--- config.mk ---
export PLATFORM = sky130hd
export DESIGN_NAME = irq_pending_latch
export DESIGN_NICKNAME = d
export VERILOG_FILES = /design/src/rtl/irq_pending_latch.sv
export SDC_FILE = /design/constraint.sdc
export NUM_CORES = 1
export LEC_CHECK = 0
export CAP_MARGIN = 20
export CORE_MARGIN = 5
export CORE_UTILIZATION = 42
export DETAILED_ROUTE_END_ITERATION = 10
export HOLD_SLACK_MARGIN = 0.12
export PLACE_DENSITY = 0.72
export SLEW_MARGIN = 20
export SYNTH_ARGS = -nofsm -noshare
export SYNTH_HDL_FRONTEND = slang
export SYNTH_SLANG_ARGS = --single-unit
--- constraint.sdc ---
create_clock -name clk -period 1.65 [get_ports clk]
set_input_delay 0.4125 -clock clk [delete_from_list [all_inputs] [get_ports clk]]
set_output_delay 0.4125 -clock clk [all_outputs]
set_load 0.02 [all_outputs]
--- src/rtl/irq_pending_latch.sv ---
// irq_pending_latch
// Request-capture stage in front of the 4-to-3 priority encoder. Each of the
// four asynchronous request lines is synchronised, and its rising edges are
// detected. A detected edge is held in a sticky pending bit until the consumer
// acknowledges that line by index. The masked pending vector feeds the encoder.
// An overrun flag records a new edge that arrives while the line is still
// pending.
//
// Strobe semantics: ack_i and ovr_clr_i are single-cycle strobes sampled on
// every rising clk edge. No backpressure applies. ack_idx_i is only examined
// while ack_i is 1. An ack of a line that is not pending has no effect.
module irq_pending_latch #(
    parameter int SYNC_STAGES = 2
) (
    input  logic       clk,
    input  logic       rst_n,
    input  logic [3:0] req_i,
    input  logic [3:0] mask_i,
    input  logic       ack_i,
    input  logic [1:0] ack_idx_i,
    input  logic       ovr_clr_i,
    output logic [3:0] pend_o,
    output logic       any_o,
    output logic [3:0] ovr_o
);

    // Synchroniser chain: stage 0 samples req_i and the last stage is sync_out.
    logic [3:0] sync_q [SYNC_STAGES];
    logic [3:0] hist_q;
    logic [3:0] pend_q;
    logic [3:0] pend_d;
    logic [3:0] ovr_q;
    logic [3:0] ovr_d;

    logic [3:0] sync_out;
    logic [3:0] rise;
    logic [3:0] clr;

    // Shift the request lines through the synchroniser and keep one cycle of history.
    always_ff @(posedge clk or negedge rst_n) begin
        if (!rst_n) begin
            for (int s = 0; s < SYNC_STAGES; s++) begin
                sync_q[s] <= 4'b0000;
            end
            hist_q <= 4'b0000;
        end else begin
            sync_q[0] <= req_i;
            for (int s = 1; s < SYNC_STAGES; s++) begin
                sync_q[s] <= sync_q[s-1];
            end
            hist_q <= sync_out;
        end
    end

    // Detect edges and decode the acknowledge.
    // A line must be seen low before its next rise counts, so a held level
    // produces exactly one event.
    always_comb begin
        sync_out = sync_q[SYNC_STAGES-1];
        rise     = sync_out & ~hist_q;
        clr      = ack_i ? (4'b0001 << ack_idx_i) : 4'b0000;
    end

    // Compute the next pending and overrun state.
    // A new edge beats a same-cycle ack on the same line, so the bit stays set.
    // When that happens it is not an overrun, because the old event is consumed.
    // A fresh overrun also beats a same-cycle ovr_clr_i on its own line.
    always_comb begin
        pend_d = rise | (pend_q & ~clr);
        ovr_d  = (ovr_q & {4{~ovr_clr_i}}) | (rise & pend_q & ~clr);
    end

    // Register the pending and overrun state.
    always_ff @(posedge clk or negedge rst_n) begin
        if (!rst_n) begin
            pend_q <= 4'b0000;
            ovr_q  <= 4'b0000;
        end else begin
            pend_q <= pend_d;
            ovr_q  <= ovr_d;
        end
    end

    // Drive the outputs. The mask acts only here, so an unmasked pending line
    // appears in the same cycle.
    always_comb begin
        pend_o = pend_q & mask_i;
        any_o  = |pend_o;
        ovr_o  = ovr_q;
    end

endmodule
==> impl_metrics.ini <==
[synth]
syn_nets = 63
synth_largest_area_cell = dfrtp_1
yosys-top-cells-area = dfrtp_1 73%, o41ai_1 5.1%, inv_1 4.4%, nand2b_1 3.6%, o22ai_1 3.6%
yosysSeqAreaShare_pct = 73.0
syn_inst = 49
ys_types = 11
synth_top_area_share_pct = 73.0
synth_warnings = 0
syn_area_um2 = 686
ys_seq_elements = 20
syn_avg_cell_area_um2 = 14.0

[finish]
drive_above_1_share_pct = 16.9
final_util_pct = 63.7
final_nets = 92
syn_to_final_growth_pct = 41.6
antenna-diode-count = 0

[global_route]
grt_max_degree = 21
grt_pass1_wl_mm = 2.15
met2_usage_pct = 17.8
use_met3_pct = 5.33
antenna_found_initial = 0
track_usage_pct = 11.0
gr-total-overflow = 0
met1_usage_pct = 13.1
grt_most_used_layer = met2
grt_pass1_vias = 497

[floorplan]
design.core.area_mm2 = 0.00152
boundaryPins = 23
die_w_um = 50.4
die-height_um = 50.4
row_count = 14
die_area_mm2 = 0.00254
start_util_pct = 45.0

[outcome]
violations = negative setup slack
status = complete, but fails checks

[timing]
hold_viol = 0
tightest_slew_ns = 0.305
finalWorstSetupSlack_ns = -0.259
finalMaxSlewViolations = 0
setup_violations = 1
fmax_ghz = 0.524
period_share_pct = 116
rsz0062_at_grt = yes
finalCriticalPeriod_ns = 1.91
maxSlewHeadroom_pct = 79.4
finalClockSkew_ns = 0.00856

[power_and_ir_drop]
power_uw = 971
p_leak_nw = 0.494
vdd_drop_max_uv = 678
power.density_mw_per_mm2 = 1000

[place]
port-buffer-count = 22
place_congestion = 0.684
dp_hpwl_um = 945

[drt]
routed_wl_mm = 1.22
final_antenna_net_count = 0
drc = 0
wire_per_inst_um = 13.1
num_vias = 469
drt-initial-drc-count = 9
first_pass_iters = 3
viasPerCell = 5.04

[clock_network]
clockBufferDepth = 2
root_buffer = clkbuf_4
cts_buffers = 3
cts_num_sinks = 20
clk_latency_ns = 0.29
cts.clk_slew.worst_paths_ns = 0.11
cts_tree = done
htree_levels = 1

[setup_path]
arrival_ns = 1.50
setup.worst_path.start_class = flop
setup.worst_path.end_class = output pin
reg2reg_depth = 3
crit_required_ns = 1.24
worstPathMaxFanout = 2
crit_type = reg -> out

[flow_run]
drv_cap = 0

[hold_path]
holdPathStages = 0
hold_class = reg -> reg
## Yosys cell counts (all sizes together)
library cell / number
dfrtp: 20
inv: 8
and2: 4
nand2b: 4
o22ai: 4
o41ai: 4
and3b: 2
and3: 1
nor3b: 1
or4: 1
## power breakdown
part / switching [mW] / total (mW) / leakage [nW] / internal, mW
registers: 0.0182 / 0.544 / 0.232 / 0.526
logic: 0.0767 / 0.159 / 0.241 / 0.0825
clock network: 0.133 / 0.267 / 0.0210 / 0.134
total: 0.228 / 0.971 / 0.494 / 0.743
## final timing paths
| path | start | slack (ns) | end |
|---|---|---|---|
| max | pend_q[2] | -0.26 | any_o |
| min | sync_q[6] | 0.35 | sync_out[2] |
| max reg2reg | pend_q[3] | 0.67 | ovr_o[3] |
| min reg2reg | sync_q[6] | 0.35 | sync_out[2] |
| max in group asynchronous | rst_n | 1.00 | hist_q[3] |
| min in group asynchronous | rst_n | 0.44 | sync_out[2] |
## area by class of cell
cell class	count	area, um^2
fillers	137	553
repair buffers	24	221
multi-input cells	21	163
flip-flops and latches	20	500
well taps	16	20.0
clock buffers	4	36.3
inverters	8	30.0
## routing by layer
layer / vias up / wire [um]
li1: 224 / -
met1: 231 / 519
met2: 14 / 586
met3: 0 / 112
met4: 0 / 0
met5: - / 0
## through the flow
stage | hold slack [ns] | cell area (um^2) | TNS (ns) | instances | setup WS (ns)
3_5_place_dp | 0.336 | 933 | -2.26 | 88 | -0.787
4_1_cts | 0.357 | 968 | -0.270 | 93 | -0.270
3_3_place_gp | 0.331 | 933 | -2.21 | 88 | -0.765
6_report | 0.349 | 971 | -0.259 | 93 | -0.259
2_1_floorplan | 0.117 | 686 | 0 | 49 | 0.0523
5_1_grt | 0.361 | 971 | -0.303 | 93 | -0.303
## layout by cell type (no fill, tap or decap), drive strengths merged
| master | n |
|---|---|
| o41ai | 4 |
| clkbuf | 4 |
| and2 | 4 |
| o22ai | 4 |
| and3b | 2 |
| or4 | 1 |
| dfrtp | 20 |
| inv | 8 |
| and3 | 1 |
| nor3b | 1 |
| clkdlybuf4s50 | 9 |
| nand2b | 4 |
| buf | 4 |
| dlymetal6s2s | 1 |
| dlygate4sd2 | 10 |
## registers in the layout (all words and copies together), names as in the netlist
name	count
ovr_o	4
sync_out	4
sync_q	4
pend_q	4
hist_q	4
## worst max-delay path, stage by stage (launching register included)
cell and delay (ns):
dfrtp_1 0.40, and2_4 0.14, or4_4 0.52, buf_6 0.14
## cell families (layout without fill, tap and decap cells)
logic type	count (synthesis)	after routing	share of synthesized area (%)
flops	20	20	73.0
simple gates	13	13	13.9
compound gates	8	8	8.76
buf+inv	8	36	4.38
## what timing repair did
| action | CTS | global route |
|---|---|---|
| buffers inserted | 1 | 0 |
| resized for setup | 23 | 1 |
| endpoints found under the setup margin | 9 | 1 |
| pin swaps | 5 | 3 |
| hold buffers | 0 | 0 |
No activity file was read; power rests on OpenSTA's default activity.
